`src/rtl/i2c_write_master.sv`:
```
// Bit-level I2C write initiator: START, 7-bit address + W, one data byte, STOP, with slave ACK sampling.
// Optional SCL clock stretching is enabled by defining I2C_MASTER_CLK_STRETCH_EN.
module i2c_write_master #(
   parameter int DIV = 4
) (
   input  logic       clk,
   input  logic       reset,
   input  logic       start,
   input  logic [6:0] addr,
   input  logic [7:0] data,
   input  logic       scl_in,
   input  logic       sda_in,
   output logic       scl_oe,
   output logic       sda_oe,
   output logic       busy,
   output logic       done,
   output logic       nack
);

   typedef enum logic [2:0] {
      S_IDLE, S_START, S_ADDR, S_ACK1, S_DATA, S_ACK2, S_STOP
   } state_t;

   state_t     state, state_nx;
   logic [1:0] q, q_nx;
   logic [7:0] qcnt, qcnt_nx;
   logic [2:0] bitcnt, bit_nx;
   logic [7:0] sh, sh_nx;
   logic [7:0] dat, dat_nx;
   logic       nack_smp, nack_smp_nx;
   logic       nack_nx, done_nx;
   logic       hold, tick, phase_end;

   // Returns {scl_oe, sda_oe} for a given state, quarter and current bit.
   function automatic logic [1:0] line_drive(input state_t st, input logic [1:0] qt, input logic b);
      logic [1:0] drv;
      case (st)
         S_START:        drv = {1'b0, qt[1]};
         S_ADDR, S_DATA: drv = {~qt[1], ~b};
         S_ACK1, S_ACK2: drv = {~qt[1], 1'b0};
         S_STOP:         drv = {~qt[1], (qt != 2'd3)};
         default:        drv = 2'b00;
      endcase
      return drv;
   endfunction

`ifdef I2C_MASTER_CLK_STRETCH_EN
   // A slave holding SCL low after we release it freezes the timer in q2.
   assign hold = (q == 2'd2) && !scl_in;
`else
   logic unused_scl_in;
   assign unused_scl_in = scl_in;
   assign hold          = 1'b0;
`endif

   assign tick      = !hold && (qcnt == 8'(DIV - 1));
   assign phase_end = tick && (q == 2'd3);

   always_comb begin
      state_nx    = state;
      q_nx        = q;
      qcnt_nx     = qcnt;
      bit_nx      = bitcnt;
      sh_nx       = sh;
      dat_nx      = dat;
      nack_smp_nx = nack_smp;
      nack_nx     = nack;
      done_nx     = 1'b0;

      if (state != S_IDLE) begin
         if (hold) begin
            qcnt_nx = '0;
         end else if (tick) begin
            qcnt_nx = '0;
            q_nx    = q + 2'd1;
         end else begin
            qcnt_nx = qcnt + 8'd1;
         end
      end

      case (state)
         S_IDLE: begin
            if (start) begin
               state_nx = S_START;
               sh_nx    = {addr, 1'b0};
               dat_nx   = data;
               nack_nx  = 1'b0;
               q_nx     = '0;
               qcnt_nx  = '0;
               bit_nx   = '0;
            end
         end
         S_START: begin
            if (phase_end) begin
               state_nx = S_ADDR;
               bit_nx   = '0;
            end
         end
         S_ADDR, S_DATA: begin
            if (phase_end) begin
               bit_nx = bitcnt + 3'd1;
               if (bitcnt == 3'd7)
                  state_nx = (state == S_ADDR) ? S_ACK1 : S_ACK2;
            end
         end
         S_ACK1, S_ACK2: begin
            if (tick && (q == 2'd2))
               nack_smp_nx = sda_in;
            if (phase_end) begin
               if (nack_smp) begin
                  nack_nx  = 1'b1;
                  state_nx = S_STOP;
               end else if (state == S_ACK1) begin
                  state_nx = S_DATA;
                  sh_nx    = dat;
                  bit_nx   = '0;
               end else begin
                  state_nx = S_STOP;
               end
            end
         end
         S_STOP: begin
            if (phase_end) begin
               state_nx = S_IDLE;
               done_nx  = 1'b1;
            end
         end
         default: state_nx = S_IDLE;
      endcase
   end

   // Line drives are decoded from next-state values so the registered outputs line up with the phase.
   always_ff @(posedge clk) begin
      if (reset) begin
         state    <= S_IDLE;
         q        <= '0;
         qcnt     <= '0;
         bitcnt   <= '0;
         nack_smp <= 1'b0;
         nack     <= 1'b0;
         done     <= 1'b0;
         busy     <= 1'b0;
         scl_oe   <= 1'b0;
         sda_oe   <= 1'b0;
      end else begin
         state              <= state_nx;
         q                  <= q_nx;
         qcnt               <= qcnt_nx;
         bitcnt             <= bit_nx;
         nack_smp           <= nack_smp_nx;
         nack               <= nack_nx;
         done               <= done_nx;
         busy               <= (state_nx != S_IDLE);
         {scl_oe, sda_oe}   <= line_drive(state_nx, q_nx, sh_nx[3'd7 - bit_nx]);
      end
   end

   always_ff @(posedge clk) begin
      sh  <= sh_nx;
      dat <= dat_nx;
   end

endmodule

```
`config.mk`:
```
export PLATFORM = sky130hd
export DESIGN_NAME = i2c_write_master
export DESIGN_NICKNAME = d
export VERILOG_FILES = /design/src/rtl/i2c_write_master.sv
export SDC_FILE = /design/constraint.sdc
export NUM_CORES = 1
export LEC_CHECK = 0
export ABC_AREA = 1
export BUFFER_PORTS_ARGS = -buffer_cell sky130_fd_sc_hd__buf_2
export CORE_MARGIN = 1.5
export CORE_UTILIZATION = 57
export DETAILED_ROUTE_END_ITERATION = 10
export PLACE_DENSITY = 0.79
export SLEW_MARGIN = 20
export SYNTH_ARGS = -nofsm -noshare
export SYNTH_HDL_FRONTEND = slang
export SYNTH_SLANG_ARGS = --single-unit
```
`constraint.sdc`:
```
create_clock -name clk -period 2.81 [get_ports clk]
set_clock_uncertainty 0.2 [all_clocks]
set_input_delay 0.4215 -clock clk [delete_from_list [all_inputs] [get_ports clk]]
set_output_delay 0.4215 -clock clk [all_outputs]
set_load 0.02 [all_outputs]
```
== Word-level counts from Yosys, hierarchy flattened ==
Cells that the tools add are included.
Operators by class
  $mul: 0
  shift operators: 0
  muxes and demuxes: 38
  bitwise gates (word level): 3
  $lt $le $gt $ge: 1
  equality and inequality tests: 20
  reductions and logical operators: 14
  divide/modulo/power cells: 0
  $add $sub $neg: 4
Operators with widths (number)
  two-way mux 8 bit: 8
  two-way mux 3 bit: 13
  == test 3 bit, second input constant: 7
  one-hot mux 8 bit (2 select lines): 1
  one-hot mux 3 bit (5 select lines): 1
  == test 3 x 2 -> 1 bit, second input constant: 4
  two-way mux 2 bit: 6
  one-hot mux 3 bit (4 select lines): 1
  OR reduction 2 bit: 5
  adder 8 x 1 -> 8 bit, second input constant: 1
  == test 8 x 2 -> 1 bit, second input constant: 1
  inequality test 2 bit, second input constant: 4
  one-hot mux 2 bit (4 select lines): 1
  == test 3 x 1 -> 1 bit, second input constant: 2
  nonzero test 3 bit: 2
  two-way mux 1 bit: 5
  == test 2 bit, second input constant: 2
  < comparator 3 x 4 -> 1 bit, second input constant: 1
  AND reduction 2 bit: 2
  AND reduction 4 bit: 1
  adder 3 x 1 -> 3 bit, second input constant: 1
  binary-select mux 1 bit (select 3 bit): 1
  logical NOT 3 bit: 1
  NOT 1 bit: 3
  other kinds (5): 6
Word-level totals
  memory bits (read-only): 0
  logic and storage cells: 92
  flip-flop bits (word level): 38
  memories: 0
  bits in writable memories: 0
  bits in latches: 0
  input bits: 20
  output and inout port bits: 5

== Logic depth before layout (Yosys ltp) ==
  word-level depth: 10
  depth in mapped cells: 16
  mapped depth without buffers: 16

== Worst setup path before layout ==
No wires, ideal clock.
  kind: reg2reg
  from: register qcnt[0]
  to: register sda_oe
  arrival: 1.952 ns
  period minus slack after synthesis: 2.282 ns
  setup time: 0.131 ns
  data required time: 2.479 ns
  path slack: 0.528 ns
  path buffers: 0
  stages on the path, launching flop included: 16
  cells stage by stage: dfxtp_1 ha_1 inv_2 nor2_2 nand2_2 nor2_8 nand2_4 ha_1 o22ai_1 inv_1 nand2_1 nand2_1 nand3_1 nand3_1 nand3_1 a21oi_2
Between the ends
  longest elaborated chain between the ends: 9
  elaborated cells on any way between the ends: 31
  those cells by class: 1 x add/sub; 8 x eq/ne; 18 x mux; 1 x bitwise; 3 x reduce/logical
RTL lines
  start: declaration: RTL line 26  | logic [7:0] qcnt, qcnt_nx;
  start signal: assignment: RTL line 148  | qcnt <= qcnt_nx;
  == test 8 x 2 -> 1 bit (*): RTL line 56  | assign tick = !hold && (qcnt == 8'(DIV - 1));
  logical AND 1 bit: RTL line 57  | assign phase_end = tick && (q == 2'd3);
  two-way mux 3 bit, on equally long branches: RTL line 109, 100, 94
  one-hot mux 3 bit (4 select lines): RTL line 81  | case (state)
  subtractor 3 bit: RTL line 154  | {scl_oe, sda_oe} <= line_drive(state_nx, q_nx, sh_nx[3'd7 - bit_nx]);
  binary-select mux 1 bit (select 3 bit): RTL line 154
  two-way mux 1 bit (implied by the code): RTL line 154
  NOT 1 bit: RTL line 39  | S_ADDR, S_DATA: drv = {~qt[1], ~b};
  one-hot mux 2 bit (4 select lines) (*): RTL line 37  | case (st)
  end signal: assignment: RTL line 154
  end: declaration: RTL line 14  | output logic sda_oe,
Mark *: on every way between the ends. The rest lies on a longest branch, timed or not. The select of a mux whose other input is x is not followed.
A chain may end at the register's enable or synchronous reset.

== Worst setup path in the final report ==
Ends and elaborated chain as after synthesis.

==> impl_metrics.toml <==
[finish]
drive_gt1_share_pct = 23.4
seq_area_um2 = 841
multi_input_area_um2 = 1010
fin_util_pct = 66.3
nets = 315
diodes = 0
fill_cells = 320
syn_to_final_growth_pct = 11.0
stdcell_count = 336

[outcome]
status = "finished clean"

[timing]
worst_pin_slew_ps = 397
fin_tns_setup_ps = 0
relSlewSlack_pct = 73.3
fmaxAchievable_mhz = 385
finalSetupViolations = 0
rsz0062_at_grt = "false"
finalHoldViolations = 0
fin_crit_ps = 2600
final-max-slew-violation-count = 0
fin_crit_sh_pct = 92.4
final.setup.worst_slack_ps = 212

[clocking]
cts.sinks = 38
cts-root-buf = "clkbuf_4"
cts-buffers-inserted = 5
ctsLongestPathBuffers = 2
clk_pin_slew_worst_paths_ps = 110
cts_htree_levels = 2
cts_tree = "yes"
clk_latency_ps = 340
post_cts_resized = 0
post_cts_buffers = 0
hold_buffers = 0

[yosys]
async_reset_ff_share_pct = 0
synth_cell_types = 32
ys_ff_latch = 38
ys.flop_type = "dfxtp_1"
syn_area_per_cell_um2 = 7.67
ys.warnings.count = 0
synthCells = 260
ys_top_cells_by_area = "dfxtp_1 30%, nand2_1 14%, edfxtp_1 12%"
synth_edf_count = 8
syn-num-nets = 286
netlist_area_um2 = 1990
synth_top_area_share_pct = 30.1
synth.yosys.seq_area_share_pct = 42.2
yosysTopAreaCell = "dfxtp_1"

[place]
placed_cells = 328
portBuffers = 23
post-place-ws_ps = 240
hpwlAfterDp_um = 2890
gp_congestion = 0.871

[drt]
first_pass_iters = 4
drt_iter0_drc = 59
vias_per_cell = 5.00
wl_per_cell_um = 11.3
wirelength_um = 3790
ant_nets = 0
drc = 0
vias = 1679

[worst_hold_path]
worst_hold_path_type = "primary input to register"
min_to = "dat[7]"
hold_start = "data[7]"
hold_depth = 1

[global_route]
grt_max_degree = 18
antenna_found_initial = 0
grt_pass1_vias = 1576
grt_usage_pct = 21.9
grt_pass1_wl_um = 6840
overflow = 0

[worst_setup_path]
crit_fanout = 10
reg2reg_depth = 15
crit_path_end_kind = "register"
worstSetupPathType = "register to register"
cp.required_ps = 2830
reg2reg_from = "qcnt[0]"
ff2ff_setup_slack_ps = 210
cp_data_arrival_time_ps = 2620
r2r_end = "sda_oe"
start_kind = "register"

[power]
power.density_nw_per_um2 = 434
p_total_mw = 0.961
ir_drop_mv = 0.262
p_leak_nw = 1.03

[die]
ios = 25
rows = 21
die_area_um2 = 3860
die_w_um = 62.1
fp.dieH_um = 62.1
coreArea_um2 = 3340
initial_core_util_pct = 59.7

[flow_run]
drv_cap = 0
worst max-delay path: stages, from the launching register on:
cell and delay [ps]:
dfxtp_1 390, ha_1 280, inv_2 50, nor2_2 80, nand2_2 90, nor2_8 140
nand2_4 120, ha_1 290, o22ai_1 210, inv_1 70, nand2_1 120, nand2_1 70
nand3_1 90, nand3_1 80, nand3_1 140, a21oi_2 60
per-layer routing:
| layer | GRT usage, % | routed length [µm] |
|---|---|---|
| met3 | 5.43 | 166 |
| met4 | 7.78 | 72 |
| met1 | 28.5 | 1870 |
| met2 | 35.7 | 1680 |
| met5 | 0 | 0 |
cell type report:
cell class	instances	share of cell area (%)
multi-input combinational	185	45.8
clock inverter	2	0.396
timing repair buffer	23	5.20
sequential	38	38.0
inverter	36	6.11
tap	46	2.60
clock buffer	6	1.87
cells in the final DEF (no fill, tap or decap), types with 2 or more instances in the layout:
cell / netlist / layout
dfxtp_1: 30 / 30
nand3_2: 6 / 6
nor2_1: 21 / 21
nand4_1: 4 / 4
a21oi_2: 3 / 3
nand2_4: 5 / 5
nor3b_1: 3 / 3
nor3_1: 2 / 2
nor4_1: 2 / 2
nand3_1: 22 / 22
edfxtp_1: 8 / 8
ha_1: 6 / 6
inv_1: 26 / 26
nand2_1: 72 / 72
buf_2: 0 / 23
nor2_2: 3 / 3
inv_2: 10 / 10
clkbuf_4: 0 / 5
o21ai_0: 6 / 6
nand2_2: 7 / 7
a21oi_1: 11 / 11
power breakdown:
| part | switching, mW | total, mW | internal (mW) |
|---|---|---|---|
| registers | 0.00904 | 0.594 | 0.585 |
| logic | 0.0671 | 0.104 | 0.0374 |
| clock network | 0.169 | 0.263 | 0.0940 |
| total | 0.245 | 0.961 | 0.716 |
how the worst max path moves through the flow:
| stage | startpoint | end | slack [ps] | cells after the start |
|---|---|---|---|---|
| floorplan | qcnt[0] | sda_oe | 530 | 15 |
| global placement | qcnt[0] | sda_oe | 320 | 15 |
| detailed placement | qcnt[0] | sda_oe | 240 | 15 |
| global route | qcnt[0] | sda_oe | 7 | 15 |
| finish | qcnt[0] | sda_oe | 210 | 15 |
| CTS | qcnt[0] | sda_oe | 220 | 15 |
metrics by stage:
step | area (µm²) | hold slack, ps
floorplan | 1990 | 216
global placement | 2160 | 231
detailed placement | 2160 | 239
CTS | 2210 | 41.2
global route | 2210 | 30.6
finish | 2210 | 49.9
Yosys cell counts, types with 2 or more instances:
master    number
nand2_1       72
dfxtp_1       30
nor2_2         3
nand2_4        5
o21ai_0        6
nor4_1         2
inv_2         10
nand4_1        4
a21oi_2        3
nor2_1        21
nand3_1       22
inv_1         26
nor3b_1        3
nand2_2        7
nor3_1         2
ha_1           6
edfxtp_1       8
nand3_2        6
a21oi_1       11
cell families (layout without fill, tap and decap cells):
logic type      after synthesis  after routing  synth area share, %
fa+ha+maj                     6              6                 3.77
xor+xnor                      1              1                0.440
flops                        38             38                 42.2
simple gates                151            151                 38.5
compound gates               27             27                 8.16
buf+inv                      37             67                 6.97
registers in the layout, indices dropped and copies added, names as in the netlist:
register and cells:
dat 8, qcnt 8, sh 8, bitcnt 3, state 3, q 2
busy 1, done 1, nack 1, nack_smp 1, scl_oe 1, sda_oe 1
(Power assumes the default switching activity.)
